===== config.mk =====
export PLATFORM = sky130hd
export DESIGN_NAME = bird_ctrl
export DESIGN_NICKNAME = d
export VERILOG_FILES = /design/src/rtl/flappy_pkg.sv /design/src/rtl/tick_gen.sv /design/src/rtl/bird_ctrl.sv
export SDC_FILE = /design/constraint.sdc
export NUM_CORES = 1
export LEC_CHECK = 0
export CAP_MARGIN = 25
export CORE_UTILIZATION = 25
export DETAILED_ROUTE_END_ITERATION = 12
export PLACE_DENSITY_LB_ADDON = 0.2
export SYNTH_ARGS = -nofsm -noshare
export SYNTH_HDL_FRONTEND = slang
export SYNTH_SLANG_ARGS = --single-unit

===== constraint.sdc =====
create_clock -name clk -period 2.2 [get_ports clk]
set_input_delay 0.44 -clock clk [delete_from_list [all_inputs] [get_ports clk]]
set_output_delay 0.44 -clock clk [all_outputs]
set_load 0.03 [all_outputs]

===== src/rtl/flappy_pkg.sv =====
// rtl/flappy_pkg.sv - shared playfield constants and bird state type
package flappy_pkg;

  localparam int ROWS  = 16;
  localparam int ROW_W = $clog2(ROWS);

  typedef enum logic [1:0] {IDLE, RISE, FALL, DEAD} bird_state_t;

endpackage


===== src/rtl/tick_gen.sv =====
// rtl/tick_gen.sv - free-running motion step divider with synchronous clear
module tick_gen #(
  parameter int DIV = 12_500_000
) (
  input  logic clk,
  input  logic reset,
  input  logic clr,
  output logic step
);

  localparam int CW = (DIV > 1) ? $clog2(DIV) : 1;

  logic [CW-1:0] cnt;

  assign step = (cnt == CW'(DIV - 1));

  always_ff @(posedge clk or negedge reset) begin
    if (!reset) begin
      cnt <= '0;
    end else if (clr || step) begin
      cnt <= '0;
    end else begin
      cnt <= cnt + CW'(1);
    end
  end

endmodule


===== src/rtl/bird_ctrl.sv =====
// rtl/bird_ctrl.sv - bird motion FSM: flap rise, apex hover, gravity fall, death
module bird_ctrl #(
  parameter int ROWS      = flappy_pkg::ROWS,
  parameter int START_ROW = 8,
  parameter int TICK_DIV  = 12_500_000,
  parameter int FLAP_RISE = 3,
  localparam int ROW_W    = $clog2(ROWS)
) (
  input  logic             clk,
  input  logic             reset,
  input  logic             flap,
  input  logic             hit,
  output logic [ROW_W-1:0] bird_row,
  output logic [ROWS-1:0]  bird_col,
  output logic             alive,
  output logic             crash
);

  import flappy_pkg::*;

  localparam int RC_W = (FLAP_RISE > 1) ? $clog2(FLAP_RISE) : 1;

  bird_state_t       state, state_n;
  logic [ROW_W-1:0]  row_n, row_inc;
  logic [RC_W-1:0]   rise_cnt, rc_n;
  logic              crash_n;
  logic              clr;
  logic              step;

  tick_gen #(
    .DIV (TICK_DIV)
  ) u_tick (
    .clk   (clk),
    .reset (reset),
    .clr   (clr),
    .step  (step)
  );

  // Ceiling saturates silently; only the floor or a hit is fatal.
  assign row_inc  = (bird_row == ROW_W'(ROWS - 1)) ? bird_row : bird_row + ROW_W'(1);
  assign bird_col = ROWS'(1) << bird_row;
  assign alive    = (state != DEAD);

  always_ff @(posedge clk or negedge reset) begin
    if (!reset) begin
      state    <= IDLE;
      bird_row <= ROW_W'(START_ROW);
      rise_cnt <= '0;
      crash    <= 1'b0;
    end else begin
      state    <= state_n;
      bird_row <= row_n;
      rise_cnt <= rc_n;
      crash    <= crash_n;
    end
  end

  // Priority hit > flap > step; a flap restarts the step phase.
  always_comb begin
    state_n = state;
    row_n   = bird_row;
    rc_n    = rise_cnt;
    crash_n = crash;
    clr     = 1'b0;
    if (state != DEAD) begin
      if (hit) begin
        state_n = DEAD;
        crash_n = 1'b1;
      end else if (flap) begin
        state_n = RISE;
        row_n   = row_inc;
        rc_n    = RC_W'(FLAP_RISE - 1);
        clr     = 1'b1;
      end else if (step) begin
        case (state)
          RISE: begin
            if (rise_cnt != '0) begin
              row_n = row_inc;
              rc_n  = rise_cnt - RC_W'(1);
            end else begin
              state_n = FALL;
            end
          end
          FALL: begin
            if (bird_row != '0) begin
              row_n = bird_row - ROW_W'(1);
            end else begin
              state_n = DEAD;
              crash_n = 1'b1;
            end
          end
          default: ;
        endcase
      end
    end
  end

endmodule


==> results of run 1 <==
## report_power, final
group / switching (µW) / total [µW] / internal, µW
registers: 131 / 849 / 718
logic: 683 / 1160 / 475
clock network: 233 / 516 / 283
total: 1050 / 2520 / 1480
## cells by family (layout without fill, tap and decap cells)
| group | after synthesis | in the layout | share of synthesized area, % |
|---|---|---|---|
| buf+inv | 15 | 56 | 2.872 |
| mux | 2 | 2 | 1.206 |
| xor+xnor | 23 | 23 | 9.248 |
| simple gates | 121 | 121 | 33.89 |
| flops | 33 | 33 | 37.97 |
| fa+ha+maj | 12 | 12 | 6.892 |
| compound gates | 22 | 22 | 7.927 |
## state kept, by name (all words and copies together) (netlist names)
register	count
u_tick.cnt	24
bird_row	4
rise_cnt	2
state	2
crash	1
## layer usage
metal  vias to the layer above  track usage [%]  part of all wire [%]
li1                        877                -                     -
met1                       787            15.91                    49
met2                        35            19.40                    45
met3                         7            2.552                   4.5
met4                         0            4.040                   1.0
met5                         -                0                     0
## path summary, 6_finish.rpt
kind	endpoint	cells past startpoint	slack, ns
min in group asynchronous	u_tick.cnt[7]	2	0.56
min	crash	1	0.48
max	bird_row[3]	2	0.09
max in group asynchronous	bird_row[3]	2	1.30
max reg2reg	bird_row[3]	7	0.19
min reg2reg	crash	1	0.48
## repair_timing
action                     CTS  global route
resized for setup           16            24
pin swaps                    0             0
setup endpoints to repair   16            17
## placed cells by master, fill, tap and decap left out, types with 2 or more instances in the layout
cell type                         instances
sky130_fd_sc_hd__a211oi_1                 3
sky130_fd_sc_hd__a211oi_2                 2
sky130_fd_sc_hd__a31oi_1                  2
sky130_fd_sc_hd__and2_1                  10
sky130_fd_sc_hd__and3_1                   7
sky130_fd_sc_hd__and4_1                   2
sky130_fd_sc_hd__buf_4                   13
sky130_fd_sc_hd__clkbuf_2                11
sky130_fd_sc_hd__clkbuf_8                 7
sky130_fd_sc_hd__clkdlybuf4s50_1          8
sky130_fd_sc_hd__dfrtp_1                 31
sky130_fd_sc_hd__dlygate4sd2_1            5
sky130_fd_sc_hd__ha_1                    12
sky130_fd_sc_hd__inv_1                    8
sky130_fd_sc_hd__inv_2                    2
sky130_fd_sc_hd__nand2_1                 11
sky130_fd_sc_hd__nand3_1                  7
sky130_fd_sc_hd__nand4_1                  6
sky130_fd_sc_hd__nor2_1                  36
sky130_fd_sc_hd__nor2_2                   3
sky130_fd_sc_hd__nor2b_1                  6
sky130_fd_sc_hd__nor3_1                   4
sky130_fd_sc_hd__nor4_1                   7
sky130_fd_sc_hd__nor4_4                   2
sky130_fd_sc_hd__o21ai_0                  5
sky130_fd_sc_hd__o221ai_1                 2
sky130_fd_sc_hd__or2_2                    2
sky130_fd_sc_hd__or2b_2                   2
sky130_fd_sc_hd__or3_1                    2
sky130_fd_sc_hd__xnor2_1                 14
sky130_fd_sc_hd__xor2_1                   9
## cell type report
class | instances | area share, %
Clock buffer | 7 | 3.590
Clock inverter | 1 | 0.1865
Inverter | 10 | 1.399
Multi-Input combinational cell | 180 | 48.02
Sequential cell | 33 | 30.86
Tap cell | 105 | 4.895
Timing Repair Buffer | 38 | 11.05
## through the flow
stage                     hold WS, ns  setup WS [ns]  area [µm²]  util (%)
after floorplan                0.1444      0.0008213        2180         -
after global placement         0.4739        0.09928        2644     31.70
after detailed placement       0.4726        0.08117        2644     31.70
after CTS                      0.4884        0.02833        2725     32.67
after global routing           0.5168       0.005185        2684     32.18
final                          0.4834        0.09217        2684     32.18
==> results list, run 1 <==
* Combined flip-flop and latch cell area: 828.3 µm²
- Number of clock buffers inserted by TritonCTS: 5
- In this run the vertical extent of the chip is 95.35 µm.
* Unrepaired setup endpoints after global routing: no
- Number of levels the H-tree was split into: 2
- In the final layout, the share of cells above drive strength 1 is 21.93%.
- Max cap viols: 0
* Cell with the largest stage delay on the worst path: sky130_fd_sc_hd__clkdlybuf4s50_1
- After filler insertion, the fill cell instance count of the layout stands at ~900.
- Of all nets on the critical path, the largest fanout is 11.
* Clock tree from TritonCTS: done
- Between clock sinks in the finished design, the worst skew comes to 0.004868 ns.
- Port Buffer Count: 25
* DR pass1 iterations: 4
* Cell Count Post-Placement: ~370
* Number of non-filler instances in the completed layout: 374
* Number of warning messages in the yosys log: 0
- Pleak: 0.001207 µW
* Insertion delay to the later sink of the worst-skew pair: 0.29 ns
- In this run the cell area of the synthesized design comes to roughly 2200 µm².
- Time the final worst path needs with I/O delays and setup: 2.108 ns
* Worst setup SP type: flop
- Slew of the pin with the lowest slew margin: between 0.4 and 0.5 ns
- The critical path contains buffers and inverters numbering 2 combined.
- Area of the multi-input gates: 1289 µm²
* Leading cell types by count after synthesis: sky130_fd_sc_hd__nor2_1, sky130_fd_sc_hd__dfrtp_1, sky130_fd_sc_hd__xnor2_1
* Upper clock frequency limit: 474.4 MHz
- DP HPWL: about 3.6 mm
- Per-cell routed wire length: 12.97 µm
* Starting density of the core: 26.12%
- Initial antenna violation count: 0
* Clock Tree Buf Depth: 2
- Clock transition at the registers of the reported paths: 0.07 ns
- Clock tree synthesis found a total of 33 sinks.
* Number of I/O pins: 26
- Number of nets in the layout: 284
- Number of core rows: 33
* Async set-reset flop share out of synthesis: 100.0%
- Count of mapped cells out of synthesis: 228
* Residual DRC count: 0
- After synthesis the netlist holds a flip-flop and latch count of 33.
- GRT overflow: 0
- Total power: ~2500 µW
- Delay of the slowest cell on the worst path: 0.68 ns
* Antenna cells: 0
- Number of vias per cell after detailed routing: 4.561
* Routability congestion estimate: 0.7873
- Wires add up to roughly 4.9 mm.
- CP arrival: 1.67 ns
* Share of synthesized area occupied by flip-flops and latches: a little under two fifths
- Most used standard cell by instance count after synthesis: sky130_fd_sc_hd__nor2_1
- Worst Path Required: about 1.8 ns
- Die area: 9091 µm²
- The number of hold buffers added after CTS was 0.
- Entering global routing, the biggest net connects 34 pins.
- Grouping stages by cell kind, the critical path spends the most delay in buffers and inverters.
- Vias in the first global route: 1,738
- Among all flip-flop cells after synthesis, the most frequent one is sky130_fd_sc_hd__dfrtp_1.
* Root Driver: sky130_fd_sc_hd__clkbuf_8
- For this run, the total global-route usage over all layers was measured as 12.04%.
- Post-route ant nets: 0
- Critical path class: reg -> out
* Share of the synthesized area in the top cell type: between 30% and 40%
* Hold crit path type: reg -> reg
* Total power density per cell area: 940.0 nW/µm²
- The worst pin sits at a relative slew slack of 71.11%.
- The worst setup path is captured at a primary output.
- By area the synthesized netlist is led by sky130_fd_sc_hd__dfrtp_1, sky130_fd_sc_hd__ha_1, sky130_fd_sc_hd__nor2_1.
- Final setup violation count: 0
- The floorplan step set the die width to approximately 95 µm.
* Source of the worst hold timing path: crash
- Compared with the post-synthesis result, the final layout area differs by 23.20%.
- Status: finished clean
- In this run the standard cell core region covers 8341 µm².
- Initial DRC Count: 51
* First-pass GRT wire length: 8.480 mm
- Worst setup path startpoint: bird_row[3]
- VDD sags by at most between 0.2 and 0.25 mV.
* Number of enable flip-flop cells after synthesis: 0
- Number of vias after detailed routing: 1,706
* Net count after synthesis: 244
* Post-CTS setup buffers: 0
* Synth area leader: sky130_fd_sc_hd__dfrtp_1
* Total negative slack: 0 ns
- Period utilisation layout: around 96%
- The count of final max-slew check failures was 0.
* Final hold vios: 0
- Start of the worst register-to-register path: state[1]
* Distinct cell type count of the synthesized netlist: 53
- Mean area per synthesized cell: roughly 9.6 µm²
* Worst-path cell chain: buf_4 -> clkdlybuf4s50_1
(Power assumes the default switching activity.)
==> run 2, diff against run 1 <==
--- a/config.mk
+++ b/config.mk
@@ -9,6 +9,7 @@
 export CORE_UTILIZATION = 25
 export DETAILED_ROUTE_END_ITERATION = 12
 export PLACE_DENSITY_LB_ADDON = 0.2
+export SETUP_SLACK_MARGIN = 0.05
 export SYNTH_ARGS = -nofsm -noshare
 export SYNTH_HDL_FRONTEND = slang
 export SYNTH_SLANG_ARGS = --single-unit
==> constraint.sdc (replaced) <==
create_clock -name clk -period 1.97 [get_ports clk]
set_input_delay 0.394 -clock clk [delete_from_list [all_inputs] [get_ports clk]]
set_output_delay 0.394 -clock clk [all_outputs]
set_load 0.03 [all_outputs]
==> run 2 against run 1 <==
Effect of this change: flip-flop and latch count did not move; setup slack got worse by 0.068 ns; via count rose by 6.3%; utilization rose by 4.2 points; critical endpoint is now bird_row[0]; final cell count rose by 6.1%; hold slack improved by 0.0062 ns; first-iteration DRC count fell by 31%; sequential share of layout area fell by 3.5 points.
==> results list, run 2 (synthesis gave the netlist of run 1 again) <==
- The number of cell rows is 33 (unchanged).
- The final-report hold violation count was 0 (unchanged).
- Total negative slack: 0 ns (unchanged)
- The vertical extent of the die came to 95.35 µm (unchanged).
* Max FO, Critical Path: 4 (-7)
* Maximum number of pins on one net before global-route repair: 34 (unchanged)
* Clock Tree Buf Depth: 2 (unchanged)
- Final setup violation count: 0 (unchanged)
- The weighted congestion at the end of routability-driven global placement was 0.7683 (-2.4%).
* DP HPWL: 3.684 mm (+1.3%)
- Antenna cells: 0 (unchanged)
- The worst setup path is launched from a flop.
* Most common cell after layout, fill and taps aside: sky130_fd_sc_hd__buf_4
- The area of the core came to 8341 µm² (unchanged).
* Period utilisation layout: 98.75%
- Pleak: 0.001340 µW (+11%)
- Die area: 9091 µm² (unchanged)
- Initial DRC Count: 35 (-31%)
- Number of nets in the layout: 307 (+8.1%)
- The vias after detailed routing was 1,814 (+6.3%).
- GRT overflow: 0 (unchanged)
- Time the final worst path needs with I/O delays and setup: approximately 1.9 ns
- In the layout the commonest cells are sky130_fd_sc_hd__buf_4, sky130_fd_sc_hd__nor2_1, sky130_fd_sc_hd__dfrtp_1, sky130_fd_sc_hd__xnor2_1.
- Residual DRC count: 0 (unchanged)
- The worst slack after detailed placement was -0.01310 ns (-0.09427 ns).
- Initial antenna violation count: 0 (unchanged)
- The fraction of layout instances using a drive strength above 1 came to 36.30% (+14 points).
* Number of clock buffers inserted by TritonCTS: 5 (unchanged)
- Vias in the first global route: 1,821 (+4.8%)
- The setup path with the least slack is of type reg -> reg.
- Traced cell by cell, the critical path runs through buf_12 -> inv_8 -> ha_4 -> nor3b_4 -> a22oi_2 -> a31oi_2 -> buf_4 -> a211oi_2 -> xnor2_1.
* Upper clock frequency limit: 514.0 MHz
* Max reg flops: 24 (unchanged)
- The total of hold buffers inserted after clock tree synthesis came to 0 (unchanged).
- The fill cell instance count of the final layout was 879 (-2.8%).
* Worst rel slew slack: 70.30% (-0.81 points)
* Cell with the largest stage delay on the worst path: sky130_fd_sc_hd__dfrtp_2
- The number of H-tree levels is 2 (unchanged).
- Clock transition at the registers of the reported paths: 0.08 ns (about the same)
* Endpoint kind of the worst setup timing path: flop
- The count of final max-slew check failures came to 0 (unchanged).
* P&R area growth vs syn: 39.35%
* Total power density per cell area: 1071 nW/µm² (+14%)
- First-pass GRT wire length: 8.749 mm (+3.2%)
* Number of vias per cell after detailed routing: 4.569 (+0.17%)
- Clock skew: 0.01212 ns (+0.007254 ns)
- The final worst setup slack is 0.02455 ns (-0.06762 ns).
- Post-route ant nets: 0 (unchanged)
- Unrepaired setup endpoints after global routing: yes
- The final hold slack came to 0.4896 ns (+0.006245 ns).
- Width of the chip: 95.35 µm (unchanged)
- Number of buffers and inverters on the critical path: 3 (+1)
- Status: finished clean
- Starting density of the core: 26.12% (unchanged)
* Port Buffer Count: 25 (unchanged)
- Category of cells accounting for the largest share of critical-path delay: compound AO/OA/AOI/OAI gates
- The number of detailed-routing iterations run before antenna repair is 4 (unchanged).
- Register bank with the most flops: u_tick.cnt
- The clock network latency to the later pin of the worst-skew pair was 0.28 ns (about the same).
- The average detailed-routed wire length per instance came to 12.91 µm (-0.47%).
* Worst Path Required: 2.16 ns (+0.40 ns)
- The clock sink count came to 33 (unchanged).
* Root Driver: sky130_fd_sc_hd__clkbuf_8
* CP arrival: 2.14 ns (+0.47 ns)
- Number of I/O pins: 26 (unchanged)
- Max cap viols: 0 (unchanged)
- Largest registers: u_tick.cnt x24, bird_row x4
- The maximum vdd ir drop came to 0.3025 mV (+30%).
* Clock tree from TritonCTS: done
- Slew of the pin with the lowest slew margin: 0.4454 ns (+0.01210 ns)
- The aggregate routed wire length came to 5.124 mm (+5.6%).
- Delay of the slowest cell on the worst path: 0.42 ns (-0.26 ns)
- Overall routing resource usage: 12.21% (+0.17 points)
* Hold crit path type: reg -> reg
-- run 2: cell count changes in the layout (fill, tap and decap cells not counted), sizes merged --
cell           before  now
buf                14   51
clkbuf             18   10
clkdlybuf4s50       8    5
clkinv              1    0
dlygate4sd2         5    1
dlymetal6s2s        0    2
-- run 2: final cells by class --
type                            instances  area (µm²)  share of cell area [%]
Multi-Input combinational cell        180        1438                   47.36
Sequential cell                        33       829.5                   27.33
Clock buffer                            8       90.09                   2.968
Tap cell                              105       131.4                   4.328
Inverter                               10       47.55                   1.566
Timing Repair Buffer                   61       499.2                   16.45
-- run 2: worst paths after layout --
kind	from	cells after the start	slack [ns]	end
worst max-delay path	bird_row[0]	9	0.02	bird_row[0]
worst min-delay path	crash	1	0.49	crash
worst max register to register	bird_row[0]	9	0.02	bird_row[0]
worst min register to register	crash	1	0.49	crash
max in group asynchronous	reset	2	1.10	bird_row[3]
min in group asynchronous	reset	2	0.52	u_tick.cnt[2]
-- run 2: through the flow --
stage	instance area (µm²)	cells	power [µW]	util [%]
floorplan	2210	228	1877	-
global placement	2749	379	2449	32.96
detailed placement	2749	379	2458	32.96
finish	3035	397	3251	36.39
CTS	2913	393	3151	34.92
global route	3035	397	3482	36.39
-- run 2: layer usage --
layer / track usage, % / up-vias / wire length (µm)
li1: - / 928 / -
met1: 15.71 / 855 / 2491
met2: 20.89 / 29 / 2427
met3: 2.552 / 2 / 193
met4: 2.652 / 0 / 12
met5: 0 / - / 0
-- run 2: what timing repair did --
item | CTS | global route
setup endpoints to repair | 17 | 40
cloned | 0 | 0
pin swaps | 4 | 12
resized for setup | 38 | 32
setup buffers | 6 | 4
-- run 2: report_power, final --
| part | internal, µW | switching, µW |
|---|---|---|
| logic | 843 | 946 |
| registers | 804 | 131 |
| clock network | 285 | 242 |
| total | 1930 | 1320 |
